==> config.mk <==
export PLATFORM = sky130hd
export DESIGN_NAME = apple_placer
export DESIGN_NICKNAME = d
export VERILOG_FILES = /design/src/rtl/apple_placer.sv
export SDC_FILE = /design/constraint.sdc
export NUM_CORES = 1
export LEC_CHECK = 0
export CAP_MARGIN = 20
export CORE_AREA = 10 10 160 162
export CTS_CLUSTER_SIZE = 24
export DETAILED_ROUTE_END_ITERATION = 16
export DIE_AREA = 0 0 170 172
export MAX_ROUTING_LAYER = met4
export PLACE_DENSITY = 0.71
export SYNTH_ARGS = -nofsm -noshare
export SYNTH_HDL_FRONTEND = slang
export SYNTH_SLANG_ARGS = --single-unit
==> constraint.sdc <==
create_clock -name clk -period 4.3 [get_ports clk]
set_clock_uncertainty 0.15 [all_clocks]
set_input_delay 0.86 -clock clk [delete_from_list [all_inputs] [get_ports clk]]
set_output_delay 0.86 -clock clk [all_outputs]
set_load 0.02 [all_outputs]
==> src/rtl/apple_placer.sv <==
// Apple placement sequencer: samples random cells, scans the snake body one segment per clock, publishes the first free cell.
// Optional raster linear-probe fallback with board-full detection is enabled by defining APPLE_PLACER_PROBE_EN.
module apple_placer #(
  parameter int MAX_LEN   = 50,
  parameter int X_MAX     = 15,
  parameter int Y_MAX     = 15,
  parameter int MAX_TRIES = 8
) (
  input  logic                    clk,
  input  logic                    reset,
  input  logic                    s_reset,
  input  logic                    goodColl,
  input  logic [3:0]              randX,
  input  logic [3:0]              randY,
  input  logic [MAX_LEN-1:0][7:0] body,
  input  logic [5:0]              length,
  input  logic [3:0]              x,
  input  logic [3:0]              y,
  output logic [3:0]              appleX,
  output logic [3:0]              appleY,
  output logic                    apple_valid,
  output logic                    apple,
  output logic                    busy,
  output logic                    full
);

  localparam int LW = $clog2(MAX_LEN + 1);
  localparam int AW = (MAX_TRIES > 0) ? $clog2(MAX_TRIES + 1) : 1;
  localparam logic [AW-1:0] TRIES = AW'(MAX_TRIES);

  typedef enum logic [1:0] {IDLE, SCAN, FULL} state_t;

  state_t        state;
  logic [7:0]    cand;
  logic [LW-1:0] idx;
  logic [LW-1:0] eff_len;
  logic [AW-1:0] attempts;
  logic [AW-1:0] attempts_inc;
  logic          out_range;
  logic          hit;
  logic          last;
  logic          reject;

  always_comb begin
    eff_len = LW'(MAX_LEN);
    if (int'(length) < MAX_LEN) eff_len = LW'(length);
  end

  // Range is only meaningful once per candidate, on its first compare.
  assign out_range    = (idx == '0) &&
                        ((int'(cand[7:4]) > X_MAX) || (int'(cand[3:0]) > Y_MAX));
  assign hit          = (eff_len != '0) && (body[idx] == cand);
  assign last         = (eff_len == '0) || (idx == eff_len - LW'(1));
  assign reject       = out_range || hit;
  assign attempts_inc = (attempts == TRIES) ? attempts : attempts + AW'(1);

  assign apple = apple_valid && (x == appleX) && (y == appleY);

`ifdef APPLE_PLACER_PROBE_EN
  localparam int CELLS = (X_MAX + 1) * (Y_MAX + 1);
  localparam int PW    = $clog2(CELLS + 1);

  logic [PW-1:0] probes;
  logic          full_q;
  logic          cur_is_probe;
  logic          use_probe;

  // Next cell in raster order; an illegal start restarts the sweep at the origin.
  function automatic logic [7:0] probe_step(input logic [7:0] c);
    logic [3:0] px;
    logic [3:0] py;
    px = c[7:4];
    py = c[3:0];
    if ((int'(px) > X_MAX) || (int'(py) > Y_MAX)) return 8'h00;
    if (int'(px) == X_MAX) begin
      px = 4'd0;
      py = (int'(py) == Y_MAX) ? 4'd0 : py + 4'd1;
    end else begin
      px = px + 4'd1;
    end
    return {px, py};
  endfunction

  assign cur_is_probe = (attempts == TRIES);
  assign use_probe    = (attempts_inc == TRIES);
  assign full         = full_q;
`else
  assign full = 1'b0;
`endif

  // NOTE: sequential state uses non-blocking assignments so every register samples pre-edge values.
  always_ff @(posedge clk or posedge reset) begin
    if (reset) begin
      state       <= IDLE;
      cand        <= '0;
      idx         <= '0;
      attempts    <= '0;
      appleX      <= '0;
      appleY      <= '0;
      apple_valid <= 1'b0;
      busy        <= 1'b0;
`ifdef APPLE_PLACER_PROBE_EN
      probes      <= '0;
      full_q      <= 1'b0;
`endif
    end else if (s_reset) begin
      state       <= IDLE;
      cand        <= '0;
      idx         <= '0;
      attempts    <= '0;
      appleX      <= '0;
      appleY      <= '0;
      apple_valid <= 1'b0;
      busy        <= 1'b0;
`ifdef APPLE_PLACER_PROBE_EN
      probes      <= '0;
      full_q      <= 1'b0;
`endif
    end else begin
      case (state)
        IDLE: begin
          if (goodColl) begin
            cand        <= {randX, randY};
            idx         <= '0;
            attempts    <= '0;
            apple_valid <= 1'b0;
            busy        <= 1'b1;
`ifdef APPLE_PLACER_PROBE_EN
            probes      <= '0;
`endif
            state       <= SCAN;
          end
        end
        SCAN: begin
          if (reject) begin
            idx      <= '0;
            attempts <= attempts_inc;
`ifdef APPLE_PLACER_PROBE_EN
            if (cur_is_probe && (probes == PW'(CELLS - 1))) begin
              full_q <= 1'b1;
              busy   <= 1'b0;
              state  <= FULL;
            end else begin
              if (cur_is_probe) probes <= probes + PW'(1);
              cand <= use_probe ? probe_step(cand) : {randX, randY};
            end
`else
            cand <= {randX, randY};
`endif
          end else if (last) begin
            appleX      <= cand[7:4];
            appleY      <= cand[3:0];
            apple_valid <= 1'b1;
            busy        <= 1'b0;
            state       <= IDLE;
          end else begin
            idx <= idx + LW'(1);
          end
        end
        FULL: begin
          // Terminal until a reset; goodColl is deliberately ignored here.
        end
        default: state <= IDLE;
      endcase
    end
  end

endmodule

==> results of run 1 <==
-- registers in the layout (all words and copies together) (netlist names) --
signal       flops
cand             8
idx              6
busy             1
appleX           4
apple_valid      1
appleY           4
-- metrics by stage --
| step | total power, mW | worst slack [ps] | hold WS (ps) |
|---|---|---|---|
| 6_report | 1.437 | 94.58 | 415.1 |
| 5_1_grt | 1.514 | -9.389 | 455.8 |
| 4_1_cts | 1.440 | 22.53 | 421.3 |
| 3_5_place_dp | 1.167 | -296.2 | 412.0 |
| 3_3_place_gp | 1.159 | -279.4 | 407.2 |
| 2_1_floorplan | 0.6440 | 293.9 | 389.0 |
-- critical path, cell delays in order --
cell             delay (ps)
clkdlybuf4s50_1         410
mux4_2                  450
a22o_1                  230
or4_1                   520
a211o_1                 280
o311ai_1                 70
o2111ai_1               170
or4_4                   570
buf_6                   160
buf_6                   120
o21ai_2                 140
buf_6                   130
o211ai_1                 90
-- power breakdown --
part           switching (mW)  internal, mW
Combinational           0.301         0.601
Sequential             0.0267         0.236
Clock                  0.0870         0.185
Total                   0.415          1.02
-- final timing paths --
check                      startpoint  slack [ps]  cells past startpoint         to
max                         body[283]          90                     13     idx[3]
min                         appleX[0]         420                      2  appleX[0]
max reg2reg                    idx[1]         220                     13     idx[3]
min reg2reg                 appleX[0]         420                      2  appleX[0]
max in group asynchronous       reset        2340                      2     idx[0]
min in group asynchronous       reset         960                      2  appleY[2]
-- kinds of logic (layout without fill, tap and decap cells) --
| logic type | Yosys count | count (layout) |
|---|---|---|
| AOI/OAI and AO/OA | 117 | 117 |
| xor gates and xnor gates | 20 | 20 |
| adders and majority gates | 2 | 2 |
| buffers and inverters | 65 | 495 |
| DFF | 24 | 24 |
| muxes | 147 | 147 |
| other | 1 | 3 |
| and+or+nand+nor | 154 | 154 |
-- Yosys cell counts (3+ instances only) --
library cell	number
a31oi_1	4
nor2b_1	8
buf_6	4
a22o_1	8
o22ai_1	9
buf_2	13
nor4b_1	4
or4_1	9
buf_4	11
a211oi_1	8
nor3_1	19
o221ai_1	12
o21ai_0	9
nand2b_1	3
nand3_1	10
clkbuf_1	23
nand4_1	6
a22oi_1	4
a21oi_1	15
nand2_1	48
o211ai_1	5
mux2i_1	57
mux4_2	78
and2_1	4
mux2_2	12
a21o_1	5
nor4_1	9
xor2_1	12
dfrtp_1	24
xnor2_1	8
nor2_1	19
buf_1	4
a211o_1	5
o2111ai_1	9
inv_1	7
-- routing by layer --
metal / global-route usage (%) / vias up / routed length [um]
met5: - / - / 0
met1: 25.44 / 3213 / 13190
li1: - / 3047 / -
met3: 4.970 / 22 / 2609
met4: 2.860 / 0 / 388
met2: 38.32 / 339 / 16660
-- cell usage in the layout, fill, tap and decap left out, types with 9 or more instances in the layout --
cell type	synthesis	routed
nor2_1	19	19
clkdlybuf4s50_1	0	432
nand2_1	48	48
xor2_1	12	12
o2111ai_1	9	9
nor3_1	19	18
dfrtp_1	24	20
mux4_2	78	78
mux2_2	12	12
mux2i_1	57	57
o21ai_0	9	9
o221ai_1	12	12
a21oi_1	15	15
buf_4	11	36
nor4_1	9	9
o22ai_1	9	9
-- final cells by class --
type                       instances  area, sq um  area share, %
clock inverter                     1        30.03         0.2917
inverter                          10        37.54         0.3646
antenna                            2        5.005        0.04861
timing repair buffer             481         4790          46.52
multi-input combinational        441         4392          42.65
sequential                        24        610.6          5.930
clock buffer                       3        75.07         0.7291
tap                              285        356.6          3.463
-- what timing repair did --
item / CTS / global route
pin swaps: 1 / 20
cloned: 0 / 1
endpoints found under the setup margin: 7 / 14
resized for setup: 1 / 20
setup buffers: 0 / 0
==> flow_summary.ini, run 1 <==
[synthesis]
synthSimpleGateAreaFrac_pct = 15.22
syn_area_per_cell_sq_um = 9.943
synth.distinct_cells = 69
netlist_area_sq_um = 5270
synthFlopType = dfrtp_1
yosys-top-cells-area = mux4_2, dfrtp_1, mux2i_1
syn-num-nets = 958
ys_seq_area_share_pct = 11.40
synthAdderAreaFrac_pct = 0.4748
ys_seq_elements = 24
synth.area.mux_share_pct = 46.72
synthCells = 530
synth_top_area_share_pct = 33.33
synth_top_family_by_area = multiplexers
ys_async_sr_fraction_pct = 100.0
synth_xor_xnor_area_share_pct = 3.324
synth_edf_count = 0
yosysWarnings = 0
yosysTopAreaCell = mux4_2
synth-compound-area-share_pct = 16.50

[final_layout]
nFillCells = 2152
layout.nets = 1389
area_delta_synth_final_pct = 95.37
drive_above_1_share_pct = 16.88
fin_util_pct = 46.04
final_cells = 1247
fin_area_sq_um = 10300

[clocking]
numCtsBuffers = 3
clockBufferDepth = 2
cts_hold_buf = 0
clk_pin_slew_worst_paths_ps = 70
cts.sinks = 24
cts_root_buf = clkbuf_16
cts_tree = done
worstSkewPairLatency_ps = 260
htree_num_levels = 1

[timing]
relSlewSlack_pct = 36.45
finalSetupViolCount = 0
period_minus_slack_ps = 4205
fin_setup_tns_ps = 0
fin_crit_sh_pct = 97.80
worst_slew_pin_slew_ps = 952.2
fmax_mhz = 237.8
finalHoldViolCount = 0
slew_viol_final = 0

[drt]
drtAntennaViolNets = 0
wl_um = 32840
vias_per_cell = 5.310
firstDrtPassIters = 5
via_count = 6621
drc = 0
wl_per_cell_um = 26.34
drt_iter0_markers = 391

[global_routing]
grt_remaining_overflow = 0
grt_use_total_pct = 21.75
grt_max_degree = 41
grt_pass1_vias = 6995
grt_pass1_wl_um = 46160
antenna_found_initial = 2

[worst_setup_path]
worst-setup-path-type = in2reg
cp-start-kind = input port
crit_path_max_fanout = 8
endpoint_kind = flip-flop
required_ps = 4280
crit_arrival_ps = 4190

[die]
die_w_um = 170
fp.dieH_um = 172
die_area_sq_um = 29240
num_rows = 55
core_sq_um = 22370
initial_core_util_pct = 23.56
ios = 438

[power]
max-vdd-ir-drop_mv = 0.1510
p_per_area_nw_per_um2 = 139.6
p_leak_nw = 3.682

[placement]
numPortBuffers = 436
placed_area_sq_um = 10100
dp.cells = 1240
globalplace.congestion = 0.8838
hpwl_um = 28580

[job]
cap_violations = 0

[min_path]
min_path_type = reg2reg

[outcome]
status = complete, no violations
(Power assumes the default switching activity.)
==> run 2: changes to the inputs <==
- clock period: 4.3 -> 4.6 ns (I/O delays scaled with it)
==> flow_summary.ini, run 2 (same netlist as run 1, synthesis figures left out) <==
[timing]
fin_setup_tns_ps = 0
period_minus_slack_ps = 4387
fmax_mhz = 228.0
finalHoldViolCount = 0
finalSetupViolCount = 0
fin_crit_sh_pct = 95.37
worst_slew_pin_slew_ps = 946.9
rsz0062_at_grt = false
slew_viol_final = 0
relSlewSlack_pct = 36.80

[drt]
drt_iter0_markers = 396
via_count = 6716
wl_um = 32830
vias_per_cell = 5.412
wl_per_cell_um = 26.45
drtAntennaViolNets = 0
drc = 0
firstDrtPassIters = 5

[die]
die_area_sq_um = 29240
ios = 438
fp.dieH_um = 172
num_rows = 55
initial_core_util_pct = 23.56
die_w_um = 170
core_sq_um = 22370

[worst_setup_path]
crit_slowest_cell = or4_1
required_ps = 4650
crit_path_max_fanout = 11
endpoint_kind = flip-flop
crit_family = simple AND/OR/NAND/NOR gates
worst-setup-path-type = in2reg
path_common_cell = or4_1
worstPathCellList = clkdlybuf4s50_1, mux4_2, a22o_1, or4_1, a211o_1, o311ai_1, o2111ai_1, or4_1, buf_4, or4_1, nand3_1
max_stage_delay_ps = 530
crit_arrival_ps = 4440
cp-start-kind = input port
critical_path_buf_inv_count = 2

[final_layout]
reg.largest.list = cand: 8 flops, idx: 6 flops
largest-register = cand
area_delta_synth_final_pct = 92.83
largest_register_ffs = 8
layout_commonest_cell = clkdlybuf4s50_1
final_cell_mix = clkdlybuf4s50_1, mux4_2, mux2i_1
layout.nets = 1385
drive_above_1_share_pct = 15.38
num_antenna_cells = 0

[clocking]
cts_tree = done
clockBufferDepth = 2
numCtsBuffers = 3
cts_hold_buf = 0
cts_resized = 0
cts_setup_buffers = 0
cts.sinks = 24
worstSkewPairLatency_ps = 260
cts_root_buf = clkbuf_16
htree_num_levels = 1
clk_pin_slew_worst_paths_ps = 70

[power]
switching_share_pct = 28.88
switching_power_mw = 0.3854
p_comb_share_pct = 62.1
clockPowerShare_pct = 19.1
p_int_mw = 0.9494
p_per_area_nw_per_um2 = 131.4
p_total_mw = 1.335
p_leak_nw = 3.579
p_seq_share_pct = 18.8
max-vdd-ir-drop_mv = 0.07663

[global_routing]
grt_max_degree = 33
antenna_found_initial = 0
grt_pass1_wl_um = 46730
grt_use_total_pct = 21.89
grt_pass1_vias = 7290
grt_remaining_overflow = 0

[outcome]
status = complete, no violations

[placement]
globalplace.congestion = 0.9037
numPortBuffers = 436
hpwl_um = 28800

[min_path]
min_path_type = reg2reg

[job]
cap_violations = 0
==> run 2: metal layers <==
metal  vias up  wire length, um  part of all wire, %  GRT usage [%]
met1      3319            13300                   40          25.37
li1       3041                -                    -              -
met5         -                0                    0              -
met3        27             2357                  7.2          4.446
met2       329            16740                   51          39.09
met4         0              438                  1.3          3.242
==> run 2: area by class of cell <==
type / instances / area (sq um)
Tap cell: 285 / 356.6
Timing Repair Buffer: 477 / 4710
Clock inverter: 1 / 30.03
Clock buffer: 3 / 75.07
Inverter: 10 / 37.54
Sequential cell: 24 / 610.6
Multi-Input combinational cell: 441 / 4343
Fill cell: 2173 / 12200
==> run 2: stage by stage <==
stage | setup slack, ps | utilization, % | hold slack [ps] | cells | area [sq um]
after detailed placement | -38.86 | 44.97 | 404.8 | 1237 | 10060
after global routing | 76.43 | 45.44 | 460.1 | 1241 | 10160
after floorplan | 533.9 | - | 389.0 | 530 | 5270
after CTS | 230.9 | 45.44 | 415.5 | 1241 | 10160
final | 213.2 | 45.44 | 409.8 | 1241 | 10160
after global placement | -24.53 | 44.97 | 405.1 | 1237 | 10060
==> run 2: path summary, 6_finish.rpt <==
path	slack (ps)	endpoint	from	cells past startpoint
setup / recovery	210	cand[0]	body[355]	11
hold / removal	410	appleX[0]	appleX[0]	2
setup reg to reg	320	cand[0]	idx[0]	12
hold reg to reg	410	appleX[0]	appleX[0]	2
max in group asynchronous	2590	idx[0]	reset	2
min in group asynchronous	1020	appleY[2]	reset	2
==> run 2: power by group through the flow <==
stage | combinational (mW) | clock [mW] | sequential [mW]
floorplan | 0.368 | 0 | 0.234
CTS | 0.835 | 0.256 | 0.251
global placement | 0.823 | 0 | 0.254
finish | 0.829 | 0.254 | 0.251
global route | 0.885 | 0.264 | 0.254
detailed placement | 0.831 | 0 | 0.255
==> run 2: worst register-to-register path: stages, from the launching register on <==
cell	delay, ps
dfrtp_4	630
buf_12	250
or3b_2	510
o221ai_1	320
buf_4	200
nor4_1	50
nor4_1	500
mux2i_1	260
o211ai_1	140
or4_1	420
buf_4	190
or4_1	510
nand3_1	90
